File: src/rtl/tooth_period_div.sv
// tooth_period_div: measures the clk-cycle period between tooth capture
// strobes and divides it by a sub-step count using an external integer_div.
// Publishes the quotient and remainder with a one-cycle valid strobe.
module tooth_period_div #(
  parameter int unsigned WIDTH = 16
) (
  input  logic             clk,
  input  logic             rst,
  input  logic             cap,
  input  logic [WIDTH-1:0] subdiv,
  output logic             div_start,
  output logic [WIDTH-1:0] div_dividend,
  output logic [WIDTH-1:0] div_divider,
  input  logic             div_rdy,
  input  logic [WIDTH-1:0] div_result,
  input  logic [WIDTH-1:0] div_rem,
  output logic [WIDTH-1:0] quot,
  output logic [WIDTH-1:0] rem,
  output logic             valid,
  output logic             ovf,
  output logic             overrun,
  output logic             dz
);

  localparam logic [WIDTH-1:0] ALL_ONES = {WIDTH{1'b1}};

  typedef enum logic [1:0] {
    S_IDLE = 2'd0,
    S_LOAD = 2'd1,
    S_RUN  = 2'd2,
    S_DONE = 2'd3
  } state_t;

  state_t           r_state;
  logic [WIDTH-1:0] r_cnt;
  logic             r_armed;
  logic [WIDTH-1:0] r_per;
  logic [WIDTH-1:0] r_divr;
  logic [WIDTH-1:0] r_quot;
  logic [WIDTH-1:0] r_rem;
  logic             r_div_start;
  logic             r_valid;
  logic             r_ovf;
  logic             r_overrun;
  logic             r_dz;

  logic             w_cnt_sat;
  logic             w_sub_zero;
  logic             w_busy;

  assign w_cnt_sat  = (r_cnt == ALL_ONES);
  assign w_sub_zero = (subdiv == '0);
  assign w_busy     = (r_state == S_LOAD) || (r_state == S_RUN);

  // Period counter: restarts at 1 on each capture, saturates at all-ones.
  always_ff @(posedge clk) begin
    if (!rst) begin
      r_cnt <= '0;
    end else if (cap) begin
      r_cnt <= WIDTH'(1);
    end else if (!w_cnt_sat) begin
      r_cnt <= r_cnt + WIDTH'(1);
    end
  end

  // Control FSM: operand latching, integer_div handshake and result publishing.
  always_ff @(posedge clk) begin
    if (!rst) begin
      r_state     <= S_IDLE;
      r_armed     <= 1'b0;
      r_per       <= '0;
      r_divr      <= '0;
      r_quot      <= '0;
      r_rem       <= '0;
      r_div_start <= 1'b0;
      r_valid     <= 1'b0;
      r_ovf       <= 1'b0;
      r_overrun   <= 1'b0;
      r_dz        <= 1'b0;
    end else begin
      r_valid   <= 1'b0;
      r_overrun <= 1'b0;
      r_dz      <= 1'b0;
      if (cap) begin
        if (!r_armed) begin
          // First capture only opens the measurement window.
          r_armed <= 1'b1;
        end else begin
          r_per       <= r_cnt;
          r_divr      <= subdiv;
          r_ovf       <= w_cnt_sat;
          r_div_start <= 1'b0;
          if (w_busy) begin
            r_overrun <= 1'b1;
          end
          if (w_sub_zero) begin
            // Division by zero is skipped and reported as a saturated quotient.
            r_quot  <= ALL_ONES;
            r_rem   <= '0;
            r_dz    <= 1'b1;
            r_valid <= 1'b1;
            r_state <= S_IDLE;
          end else begin
            r_state <= S_LOAD;
          end
        end
      end else begin
        case (r_state)
          S_LOAD: begin
            // integer_div has seen start low for one cycle; let it run.
            r_div_start <= 1'b1;
            r_state     <= S_RUN;
          end
          S_RUN: begin
            if (div_rdy) begin
              r_quot      <= div_result;
              r_rem       <= div_rem;
              r_valid     <= 1'b1;
              r_div_start <= 1'b0;
              r_state     <= S_DONE;
            end
          end
          S_DONE: begin
            r_state <= S_IDLE;
          end
          default: begin
            r_div_start <= 1'b0;
            r_state     <= S_IDLE;
          end
        endcase
      end
    end
  end

  assign div_start    = r_div_start;
  assign div_dividend = r_per;
  assign div_divider  = r_divr;
  assign quot         = r_quot;
  assign rem          = r_rem;
  assign valid        = r_valid;
  assign ovf          = r_ovf;
  assign overrun      = r_overrun;
  assign dz           = r_dz;

endmodule

File: config.mk
export PLATFORM = sky130hd
export DESIGN_NAME = tooth_period_div
export DESIGN_NICKNAME = d
export VERILOG_FILES = /design/src/rtl/tooth_period_div.sv
export SDC_FILE = /design/constraint.sdc
export NUM_CORES = 1
export LEC_CHECK = 0
export ABC_AREA = 1
export CORE_AREA = 2 2 128 92
export DETAILED_ROUTE_END_ITERATION = 10
export DIE_AREA = 0 0 130 94
export PLACE_DENSITY = 0.67
export REMOVE_ABC_BUFFERS = 1
export SYNTH_ARGS = -nofsm -noshare
export SYNTH_HDL_FRONTEND = slang
export SYNTH_SLANG_ARGS = --single-unit
File: constraint.sdc
create_clock -name clk -period 1.3 [get_ports clk]
set_input_delay 0.26 -clock clk [delete_from_list [all_inputs] [get_ports clk]]
set_output_delay 0.26 -clock clk [all_outputs]
set_load 0.02 [all_outputs]
==> flow_summary.toml <==
[clock_tree]
cts_buffers = 9
cts_tree = "yes"
cts_root_buffer = "clkbuf_16"
cts_max_level = 3
clock_latency_ns = 0.34
clock-sinks = 88
clock_path_buffers = 2
clk_pin_slew_ns = 0.06

[detailed_routing]
dr.pass1.iters = 4
post-route-drc-count = 0
drt_iter0_drc = 161
vias_per_cell = 4.78
wire_per_inst_um = 14.0
vias = 3852
wl_mm = 11.3
antenna_left = 0

[run_status]
outcome = "complete, no violations"

[timing]
finalCriticalPeriod_ns = 1.28
finClkSkew_ns = 0.00451
hold_violations = 0
holdWs_ns = 0.219
max_freq_ghz = 0.778
worst_pin_slew_ns = 0.247
slew_headroom_pct = 83.5
rsz0062_at_grt = "true"
period_share_pct = 98.8
finalSetupViolCount = 0
tns_ns = 0
finalMaxSlewViolations = 0

[cells_and_area]
final_nets = 705
antennaDiodeCount = 0
final.fill_count = 984
area_growth_pct = 63.3
seq_area_mm2 = 0.00179
multi_input_area_mm2 = 0.00202
layout-drive-gt1-share_pct = 29.7

[power_and_ir_drop]
p_leak_nw = 2.82
power_density_mw_per_mm2 = 1140
combinationalPowerShare_pct = 11.5
ir_worst_vdd_v = 0.000599
finalPower_mw = 6.99
p_switching_mw = 1.55
pwr-share-seq_pct = 40.6
swShare_pct = 22.2
p_int_mw = 5.44
p_clk_share_pct = 47.9

[setup_path]
critPathMaxStageDelay_ns = 0.37
path_cells = "ha_4, nand3_4, inv_2, nand2_4, nor2_8, nand2_4, a21oi_1, nor2_1"
cp_max_fo = 7
cp.arrival_ns = 1.52
worst_setup_path_end_kind = "flop"
cp_slowest_cell = "dfxtp_4"
worstSetupPathType = "reg -> reg"
worstSetupStartpointType = "flop"
crit_path_frequent_cell = "nand2_4"
reg2reg_setup_slack_ns = 0.02
cp_data_required_time_ns = 1.53

[synthesis]
syn_area_mm2 = 0.00377
synth.distinct_cells = 36
synth.area.top_cells = "dfxtp_1 47%, nor2_1 8.8%, o21ai_0 6.4%"
avgSynthCellArea_um2 = 7.72
synth_top_area_share_pct = 46.8
yosysTopAreaCell = "dfxtp_1"
yosys_warnings = 0
synth-seq-cells = 88
seq_area_frac_synth_pct = 46.8
synth_cells = 488

[die]
core_mm2 = 0.0109
row_count = 32
die_w_um = 130
die_area_mm2 = 0.0122
ios = 121
start_util_pct = 34.5
chipHeight_um = 94

[global_route]
grt_pass1_wl_mm = 16.6
antenna_found_initial = 0
track_usage_pct = 17.1
grt_pass1_vias = 3455
overflow = 0
grt_max_degree = 33

[worst_hold_path]
hp-class = "in -> reg"

[place]
finalWeightedCongestion = 0.913
dpl.hpwl_mm = 7.60
port_buffers = 120

[flow_run]
drv_cap = 0
## layer usage
metal  share of wire, %  global-route usage [%]  vias up
li1                   -                       -     1930
met1                 46                    23.2     1765
met2                 46                    26.5      148
met3                7.3                    5.18        9
met4               0.58                    4.48        0
met5                  0                       0        -
## synthesized netlist by cell type (all sizes together)
| library cell | instances |
|---|---|
| a31oi | 5 |
| nand2 | 60 |
| nand4 | 8 |
| inv | 40 |
| o31ai | 1 |
| nor3 | 15 |
| nand3 | 53 |
| a21oi | 33 |
| o21ai | 52 |
| and3 | 1 |
| or2 | 6 |
| buf | 16 |
| nand3b | 1 |
| clkinv | 1 |
| ha | 5 |
| dfxtp | 88 |
| nor2 | 95 |
| clkbuf | 8 |
## per-stage QoR
step	instance area, µm²	util [%]	worst slack, ns	cells
after floorplan	3630	-	-0.608	464
after global placement	5370	49.2	-0.423	780
after detailed placement	5370	49.2	-0.483	780
after CTS	5770	52.8	-0.00229	799
after global routing	6150	56.3	-0.0573	806
final	6150	56.3	0.0154	806
## kinds of logic after synthesis
logic type	Yosys count	synth area share (%)
AND/OR/NAND/NOR	239	30.7
flip-flops	88	46.8
buffers and inverters	65	7.74
adder cells (fa/ha/maj)	5	1.66
AO/OA/AOI/OAI	91	13.1
## power by group through the flow
stage          Combinational [mW]  Clock, mW  Sequential, mW
6_report                    0.805       3.35            2.84
5_1_grt                     0.874       3.54            2.85
4_1_cts                     0.767       3.41            2.83
3_5_place_dp                0.810          0            2.90
3_3_place_gp                0.802          0            2.89
2_1_floorplan               0.217          0            3.00
## registers in the layout, summed over array words and instances, names as in the netlist, 2 cells and up
register	cells
div_dividend	16
div_divider	16
quot	16
r_cnt	16
r_state	2
rem	16
## worst max-delay path: cells and delay by family, from the launching register on
kind	cells	cell delay (ns)
AO/OA/AOI/OAI	1	0.13
AND/OR/NAND/NOR	5	0.44
adder cells (fa/ha/maj)	1	0.15
flip-flops	1	0.37
buffers and inverters	1	0.08
## area by class of cell
| class | instances | share of cell area, % |
|---|---|---|
| inverter | 41 | 2.71 |
| clock buffer | 9 | 3.66 |
| timing repair buffer | 171 | 25.8 |
| clock inverter | 7 | 2.73 |
| tap | 153 | 3.11 |
| sequential | 88 | 29.1 |
| multi-input combinational | 337 | 32.9 |
## cells in the final DEF, fill, tap and decap left out, types with 7 or more instances in the layout
| master | Yosys | routed |
|---|---|---|
| a21oi_1 | 26 | 23 |
| a21oi_2 | 7 | 10 |
| buf_4 | 1 | 39 |
| buf_6 | 2 | 7 |
| clkbuf_16 | 0 | 10 |
| clkbuf_2 | 1 | 20 |
| clkdlybuf4s15_1 | 0 | 31 |
| clkdlybuf4s50_1 | 0 | 34 |
| dfxtp_1 | 88 | 71 |
| dfxtp_2 | 0 | 14 |
| dlygate4sd2_1 | 0 | 18 |
| dlymetal6s2s_1 | 0 | 17 |
| inv_1 | 32 | 31 |
| nand2_1 | 49 | 45 |
| nand2_4 | 3 | 8 |
| nand3_1 | 44 | 41 |
| nand3_2 | 9 | 10 |
| nand4_1 | 8 | 8 |
| nor2_1 | 88 | 79 |
| nor2_2 | 3 | 7 |
| nor2_4 | 3 | 8 |
| nor3_2 | 0 | 9 |
| o21ai_0 | 48 | 33 |
| o21ai_1 | 3 | 10 |
| o21ai_2 | 1 | 9 |
## what timing repair did
| action | CTS | global route |
|---|---|---|
| pin swaps | 5 | 24 |
| cloned | 0 | 3 |
| resized for setup | 99 | 168 |
| setup endpoints to repair | 109 | 100 |
| endpoints found under the hold margin | 0 | 0 |
| buffers inserted | 3 | 4 |
| hold buffers | 0 | 0 |
## final timing paths
check                               start              to  depth (start not counted)
worst max register to register   r_cnt[1]        r_cnt[3]                          8
worst max-delay path             r_cnt[1]        r_cnt[3]                          8
worst min register to register   quot[10]        quot[10]                          2
worst min-delay path            subdiv[1]  div_divider[1]                          3
No activity file was read; power rests on OpenSTA's default activity.
